--- config.mk ---
export PLATFORM = sky130hd
export DESIGN_NAME = jtframe_db9_sega_scan
export DESIGN_NICKNAME = d
export VERILOG_FILES = /design/src/rtl/jtframe_joy_pkg.sv /design/src/rtl/jtframe_db9_decode.sv /design/src/rtl/jtframe_db9_sega_scan.sv
export SDC_FILE = /design/constraint.sdc
export NUM_CORES = 1
export LEC_CHECK = 0
export CAP_MARGIN = 20
export CORE_MARGIN = 10
export CORE_UTILIZATION = 55
export DETAILED_ROUTE_END_ITERATION = 12
export PLACE_DENSITY = 0.81
export SLEW_MARGIN = 20
export SYNTH_ARGS = -nofsm -noshare
export SYNTH_HDL_FRONTEND = slang
export SYNTH_HIERARCHICAL = 1
export SYNTH_SLANG_ARGS = --single-unit
--- constraint.sdc ---
create_clock -name clk_sys -period 4.1 [get_ports clk_sys]
set_input_delay 0.82 -clock clk_sys [delete_from_list [all_inputs] [get_ports clk_sys]]
set_output_delay 0.82 -clock clk_sys [all_outputs]
set_load 0.02 [all_outputs]
--- src/rtl/jtframe_joy_pkg.sv ---
// Shared definitions for the DB9 joystick scan path.
// Player word bit positions, DB9 bus bit positions and the scan phase encoding.
// Purely declarative; no timing or backpressure of its own.
package jtframe_joy_pkg;

    // Active-high player word: MX YZS ACB UDLR
    localparam int JOY_R = 0;
    localparam int JOY_L = 1;
    localparam int JOY_D = 2;
    localparam int JOY_U = 3;
    localparam int JOY_B = 4;
    localparam int JOY_C = 5;
    localparam int JOY_A = 6;
    localparam int JOY_S = 7;
    localparam int JOY_Z = 8;
    localparam int JOY_Y = 9;
    localparam int JOY_X = 10;
    localparam int JOY_M = 11;

    // Active-low DB9 bus as seen by the FPGA
    localparam int DB9_U  = 0;
    localparam int DB9_D  = 1;
    localparam int DB9_L  = 2;
    localparam int DB9_R  = 3;
    localparam int DB9_P6 = 4;
    localparam int DB9_P9 = 5;

    typedef enum logic [3:0] {
        IDLE = 4'd0,
        P0   = 4'd1,
        P1   = 4'd2,
        P2   = 4'd3,
        P3   = 4'd4,
        P4   = 4'd5,
        P5   = 4'd6,
        P6   = 4'd7,
        P7   = 4'd8
    } scan_phase_t;

    // Select is low in the even scan phases and high everywhere else,
    // including the idle rest that lets 6-button pads time out.
    function automatic logic phase_select(input scan_phase_t ph);
        logic sel;
        case (ph)
            P0, P2, P4, P6: sel = 1'b0;
            default:        sel = 1'b1;
        endcase
        return sel;
    endfunction

endpackage

--- src/rtl/jtframe_db9_decode.sv ---
// Per-port DB9 decoder: builds a shadow player word from phase-end samples, commits it once per frame.
// Latency: shadow updates on the sampling cycle; player/six update on the cycle after commit.
// No backpressure: samples whenever strobed. Ports: clk/reset, bus (synced, active-low), phase, sample, commit -> player, six.
module jtframe_db9_decode
    import jtframe_joy_pkg::*;
(
    input  logic         clk,
    input  logic         reset,
    input  logic [5:0]   bus,
    input  scan_phase_t  phase,
    input  logic         sample,
    input  logic         commit,
    output logic [11:0]  player,
    output logic         six
);

    logic [5:0]  act;
    logic [11:0] shadow_q;
    logic        sega_q;
    logic        six_q;
    logic        lr_low;

    assign act    = ~bus;
    // During the first select-low phase a Sega pad grounds L and R;
    // an Atari pad only does that if both are pressed at once.
    assign lr_low = act[DB9_L] & act[DB9_R];

    always_ff @(posedge clk) begin
        if (reset) begin
            shadow_q <= '0;
            sega_q   <= 1'b0;
            six_q    <= 1'b0;
            player   <= '0;
            six      <= 1'b0;
        end else begin
            if (sample) begin
                case (phase)
                    P0: begin
                        sega_q          <= lr_low;
                        shadow_q[JOY_A] <= lr_low & act[DB9_P6];
                        shadow_q[JOY_S] <= lr_low & act[DB9_P9];
                    end
                    P1: begin
                        shadow_q[JOY_U] <= act[DB9_U];
                        shadow_q[JOY_D] <= act[DB9_D];
                        shadow_q[JOY_L] <= act[DB9_L];
                        shadow_q[JOY_R] <= act[DB9_R];
                        shadow_q[JOY_B] <= act[DB9_P6];
                        shadow_q[JOY_C] <= act[DB9_P9];
                    end
                    P4: begin
                        // Third select-low: a 6-button pad drives all of UDLR low
                        six_q <= sega_q & act[DB9_U] & act[DB9_D] & act[DB9_L] & act[DB9_R];
                    end
                    P5: begin
                        // Third select-high: UDLR lines carry Z, Y, X, Mode
                        shadow_q[JOY_Z] <= six_q & act[DB9_U];
                        shadow_q[JOY_Y] <= six_q & act[DB9_D];
                        shadow_q[JOY_X] <= six_q & act[DB9_L];
                        shadow_q[JOY_M] <= six_q & act[DB9_R];
                    end
                    default: ;
                endcase
            end
            if (commit) begin
                player <= shadow_q;
                six    <= six_q;
            end
        end
    end

endmodule

--- src/rtl/jtframe_db9_sega_scan.sv ---
// DB9 Sega/Atari joystick scanner: drives select through IDLE + 8 phases, decodes two ports.
// Latency: player words, six_btn and frame_done appear one cycle after the last P7 sample.
// No backpressure: free-running frame, outputs held stable between frame_done pulses.
// Ports: clk_sys, reset (sync, active-high), joy1_bus/joy2_bus (active-low DB9) ->
//        joy_select, player1/player2 (MX YZS ACB UDLR), six_btn, frame_done.
module jtframe_db9_sega_scan
    import jtframe_joy_pkg::*;
#(
    parameter int CLK_KHZ  = 50000,
    parameter int PHASE_US = 8,
    parameter int IDLE_US  = 2000
) (
    input  logic         clk_sys,
    input  logic         reset,
    input  logic [5:0]   joy1_bus,
    input  logic [5:0]   joy2_bus,
    output logic         joy_select,
    output logic [11:0]  player1,
    output logic [11:0]  player2,
    output logic [1:0]   six_btn,
    output logic         frame_done
);

    localparam int PHASE_CYC = CLK_KHZ * PHASE_US / 1000;
    localparam int IDLE_CYC  = CLK_KHZ * IDLE_US / 1000;
    localparam int CNT_MAX   = (PHASE_CYC > IDLE_CYC) ? PHASE_CYC : IDLE_CYC;
    localparam int CNT_W     = (CNT_MAX > 1) ? $clog2(CNT_MAX) : 1;

    scan_phase_t       state_q, state_d;
    logic [CNT_W-1:0]  cnt_q, cnt_d;
    logic              last;
    logic              sample;
    logic              commit;
    logic              sel_q;
    logic              done_q;
    logic [5:0]        sync1_a_q, sync2_a_q;
    logic [5:0]        sync1_b_q, sync2_b_q;

    // State and phase counter registers
    always_ff @(posedge clk_sys) begin
        if (reset) begin
            state_q <= IDLE;
            cnt_q   <= '0;
        end else begin
            state_q <= state_d;
            cnt_q   <= cnt_d;
        end
    end

    // Next state: the counter runs 0..len-1 and wraps to 0 on each transition
    always_comb begin
        state_d = state_q;
        cnt_d   = cnt_q + 1'b1;
        if (state_q == IDLE)
            last = (cnt_q == CNT_W'(IDLE_CYC - 1));
        else
            last = (cnt_q == CNT_W'(PHASE_CYC - 1));
        sample = last && (state_q != IDLE);
        commit = last && (state_q == P7);
        if (last) begin
            cnt_d = '0;
            unique case (state_q)
                IDLE:    state_d = P0;
                P0:      state_d = P1;
                P1:      state_d = P2;
                P2:      state_d = P3;
                P3:      state_d = P4;
                P4:      state_d = P5;
                P5:      state_d = P6;
                P6:      state_d = P7;
                P7:      state_d = IDLE;
                default: state_d = IDLE;
            endcase
        end
    end

    // Select is registered from the next state so it flips exactly on
    // the first cycle of each phase without a combinational glitch.
    always_ff @(posedge clk_sys) begin
        if (reset) begin
            sel_q  <= 1'b1;
            done_q <= 1'b0;
        end else begin
            sel_q  <= phase_select(state_d);
            done_q <= commit;
        end
    end

    // Two-flop synchronizers; idle value is all-high (released lines)
    always_ff @(posedge clk_sys) begin
        if (reset) begin
            sync1_a_q <= '1;
            sync2_a_q <= '1;
            sync1_b_q <= '1;
            sync2_b_q <= '1;
        end else begin
            sync1_a_q <= joy1_bus;
            sync2_a_q <= sync1_a_q;
            sync1_b_q <= joy2_bus;
            sync2_b_q <= sync1_b_q;
        end
    end

    jtframe_db9_decode u_dec1 (
        .clk    (clk_sys),
        .reset  (reset),
        .bus    (sync2_a_q),
        .phase  (state_q),
        .sample (sample),
        .commit (commit),
        .player (player1),
        .six    (six_btn[0])
    );

    jtframe_db9_decode u_dec2 (
        .clk    (clk_sys),
        .reset  (reset),
        .bus    (sync2_b_q),
        .phase  (state_q),
        .sample (sample),
        .commit (commit),
        .player (player2),
        .six    (six_btn[1])
    );

    assign joy_select = sel_q;
    assign frame_done = done_q;

endmodule

; ---- After elaboration in Yosys (flattened, before gate mapping)
; Memory sizes are Yosys's and may differ from the RTL's. A register that Yosys moved wholly into a read port is not among the register bits.
; Index checks and enable logic that the tools add are counted.
[word_totals]
register_bits = 101
rom_bits = 64
in_bits = 14
out_inout_bits = 28
word_cells = 73
mem_count = 1
[memory_table]
columns = memory, depth, word_bits, read_ports, rd_ports_with_merged_regs, wr, line
row1 = (name not given), 16, 4, 1, 1, 0, jtframe_db9_sega_scan.sv:62  ; unique case (state_q)
[op_classes]
n_addsub = 1
n_eq_ne = 11
muxes = 4
bitwise = 24
n_reduce_logical = 10
[ops]
columns = operator, n
row1 = AND 1 bit, 22
row2 = "adder 17 x 1 -> 17 bit, second input constant", 1
row3 = "equality test 17 bit, second input constant", 1
row4 = "equality test 17 x 9 -> 1 bit, second input constant", 1
row5 = "equality test 4 x 3 -> 1 bit, second input constant", 4
row6 = inverter 6 bit, 2
row7 = "equality test 4 x 1 -> 1 bit, second input constant", 2
row8 = "equality test 4 x 2 -> 1 bit, second input constant", 2
row9 = two-way mux 4 bit, 2
row10 = AND reduction 2 bit, 4
row11 = "equality test 4 bit, second input constant", 1
row12 = zero test 4 bit, 1
row13 = nonzero test 4 bit, 1
row14 = OR reduction 4 bit, 1
row15 = logical AND 1 bit, 2
row16 = two-way mux 1 bit, 2
row17 = OR reduction 2 bit, 1

; ---- Longest topological paths before layout
[depth]
depth_word = 6
depth_mapped = 11
ltp_nobuf = 10

; ---- Cells and area by module
; The synthesis kept the hierarchy.
[by_module_without_submodules]
columns = module, instances, cells_per_inst, area_per_inst_um2, seq_area_each_um2
row1 = jtframe_db9_decode, 2, 107, 1043.5, 540.5
row2 = jtframe_db9_sega_scan, 1, 179, 1823.0, 1021.0

; ---- Least setup slack after synthesis
; Ideal clock, no wire load.
[synth_path]
kind = register -> register
start = register state_q[0]
end = register (tool-made name)
setup_ns = 0.078
arrival_ns = 2.887
t_required_ns = 4.022
path_slack_ns = 1.135
stages_incl_launch_ff = 10
path_buffers = 1
synth_period_minus_slack_ns = 2.965
cell_sequence = dfxtp_1 -> or4_4 -> nor4_1 -> o21a_1 -> buf_4 -> mux2_1 -> and2_1 -> ha_1 -> or4b_1 -> a32oi_1
[synth_rtl]
columns = item, line
row1 = from (decl), jtframe_db9_sega_scan.sv:29  ; scan_phase_t state_q, state_d;
row2 = from (signal assigned), jtframe_db9_sega_scan.sv:45  ; state_q <= state_d;

==> summary.txt <==
GRT
  • First-pass GRT wire length: 13,000 um
  • Congestion Overflow GR: 0
  • Largest net degree at the start of global routing: 82
  • Total Routing Usage GR: 13.9%
  • Initial antenna violation count: 0
  • Vias in the first global route: 2,792

Power and ir drop
  • VDD IR max: 0.234 mV
  • Static Leak: 1.55 nW
  • PD cells: 369 nW/um^2

Logic synthesis
  • Seq cells post-synth: 105
  • Syn nets: 410
  • Mux share of post-synthesis cell area: 8.10%
  • Asr flop ratio synth: 0%
  • Synth Area in Simple Gates: 22.3%
  • Top_reg_cell synth: dfxtp_1
  • Avg Cell Area, Syn: 9.95 um^2
  • Post-synth top area cell: dfxtp_1
  • Synth top area cells: dfxtp_1 54%, mux2i_1 7.4%, nor2_1 4.6%, or2_2 3.8%, a21oi_1 3.6%
  • Netlist cell types: 43
  • Xor/xnor share of the synthesized area: 3.36%
  • Post-Synth Adder-Cell Area: 0.960%
  • Warning count from the yosys run: 6
  • Cell Area, Synth: 3910 um^2
  • Number of synthesized flops with an enable pin: 0
  • Seq/Total Area, Yosys: 53.8%
  • Largest family of logic cells by synthesized area: simple AND/OR/NAND/NOR gates
  • Top cell type's share of synthesized area: 53.8%
  • Compound-Gate Fraction of Synth Area: 9.22%
  • Cells after synthesis: 393

Finish
  • Most common cell after layout, fill and taps aside: dfxtp_1
  • Post-layout nets: 445
  • ANT cells: 0
  • Area of the multi-input gates: 1720 um^2
  • FILL cells: 548
  • Layout cells sized above 1: 12.0%
  • Commonest non-fill, non-tap cells in the layout: 105 x dfxtp_1, 48 x nor2_1, 40 x clkdlybuf4s50_1
  • Layout area overhead: 16.6%
  • FF/Latch Area: 2100 um^2
  • Final instance area: 4560 um^2

Timing
  • Hold Fails Final Rpt: 0
  • Setup WS post-layout: 0.746 ns
  • Worst Max-Slew Pin Slew: 0.732 ns
  • Final Max Slew Viols: 0
  • Final period util: 81.8%
  • Final setup violating endpoints: 0
  • Minimum clock period: 3.35 ns
  • Unrepaired setup endpoints after global routing: false
  • Clk_skew: 0.0103 ns
  • Max_slew headroom: 51.2%
  • Max Fclk: 298 MHz
  • Setup TNS: 0 ns

Worst setup path
  • Crit path from: state_q[0]
  • Startpoint Class: register
  • R2R Setup Slk: 0.75 ns
  • Worst-path fanout max: 12
  • Reg-to-Reg Start: state_q[0]
  • CP Class: register to register
  • Critical path data arrival time: 3.63 ns
  • CP required: 4.38 ns
  • Kind of end point of the critical path: register

Die
  • I/O pin total: 42
  • Total core area: 6870 um^2
  • Die W: 104 um
  • DIE AREA: 10,900 um^2
  • Starting utilization of the core area: 56.9%
  • Die boundary height: 104 um
  • Core Rows: 30

Drt
  • Vias: 2,847
  • Total Wirelength: 7540 um
  • Wire per inst: 14.3 um
  • Residual DRC: 0
  • Routed Antenna Nets: 0
  • DRT iter0 DRCs: 178
  • Via density: 5.38
  • DR pass1 iterations: 4

Run
  • Max Cap Viol: 0

Placed design
  • Hpwl dp: 5280 um
  • IO buf count: 41
  • Worst slack at placement: 0.766 ns
  • Placed Area: 4370 um^2
  • Routability cong.: 0.823

CTS
  • TritonCTS clock tree: done
  • # hold bufs at CTS: 0
  • Clk sink count: 105
  • Post-CTS Setup Repair Bufs: 0
  • Post-CTS Resized: 0
  • Max clock buf depth: 2
  • Worst-path clk slew: 0.09 ns
  • Root buf cell: clkbuf_8
  • # H-tree levels: 3
  • Worst-Skew Late Latency: 0.36 ns
  • CTS Buf Count: 9

Run status
  • Status: complete, no violations

Worst hold path
  • Worst hold path type: register to register
  • Min-delay src: sync1_a_q[4]
cell families (layout without fill, tap and decap cells):
group                    Yosys count  in the layout
AND/OR/NAND/NOR                  154            154
flip-flops                       105            105
AO/OA/AOI/OAI                     63             63
multiplexers                      31             31
buffers and inverters             22             62
XOR/XNOR                          15             15
adder cells (fa/ha/maj)            3              3
flip-flops by register name, summed over array words and instances (netlist names), 6 cells and up, named ones only:
signal           flops
cnt_q               17
sync1_a_q            6
sync1_b_q            6
sync2_a_q            6
sync2_b_q            6
u_dec1/player       12
u_dec1/shadow_q     12
u_dec2/player       12
u_dec2/shadow_q     12
metal layers:
layer | part of all wire, % | GRT usage, % | wire, um
met5 | 0 | 0 | 0
met2 | 46 | 21.2 | 3490
met3 | 6.2 | 4.58 | 470
met1 | 46 | 17.8 | 3470
met4 | 1.4 | 5.47 | 107
per-stage QoR:
stage                     std cells  utilization, %  power, mW  hold slack, ns
final                           529            66.4       1.68           0.414
after CTS                       529            66.4       1.70           0.415
after detailed placement        513            63.6       1.11           0.393
after global routing            529            66.4       1.75           0.434
after global placement          513            63.6       1.11           0.393
after floorplan                 393               -       1.09           0.389
path summary, 6_finish.rpt:
check,end,depth (start not counted)
worst max-delay path,register,8
worst min-delay path,sync2_a_q[4],1
worst max register to register,register,8
worst min register to register,sync2_a_q[4],1
final cells by class:
type / instances / share of cell area [%]
clock inverters: 5 / 0.823
well taps: 96 / 2.63
flip-flops and latches: 105 / 46.1
repair buffers: 43 / 9.22
inverters: 3 / 0.247
clock buffers: 11 / 3.32
multi-input cells: 266 / 37.7
where the power goes:
part	switching, mW	internal (mW)	leakage, nW	total, mW
Clock	0.339	0.259	0.0976	0.598
Combinational	0.0203	0.0214	0.602	0.0417
Sequential	0.00855	1.03	0.852	1.04
synthesized netlist by cell type (all sizes together) (2+ instances only):
master,instances
o21ai,18
nand2,8
nor2b,4
dfxtp,105
or2,25
clkbuf,14
nor4,7
nand4,4
a211oi,12
nand3b,2
or4,4
a21oi,28
nand4b,8
inv,3
xnor2,8
and3b,2
and3,4
nor2,48
nand3,12
and2,5
buf,5
mux2i,29
nor3,7
xor2,7
ha,3
mux2,2
nand2b,7
nor3b,2
or3b,2
critical path, cell delays in order (launching register included):
cell and delay (ns):
dfxtp_1 0.41, or4_4 0.58, nor4_1 0.29, o21a_1 0.47, mux2_1 0.40, and2_1 0.19, ha_1 0.21, or4b_1 0.52
a32oi_1 0.21
No activity file was read; power rests on OpenSTA's default activity.
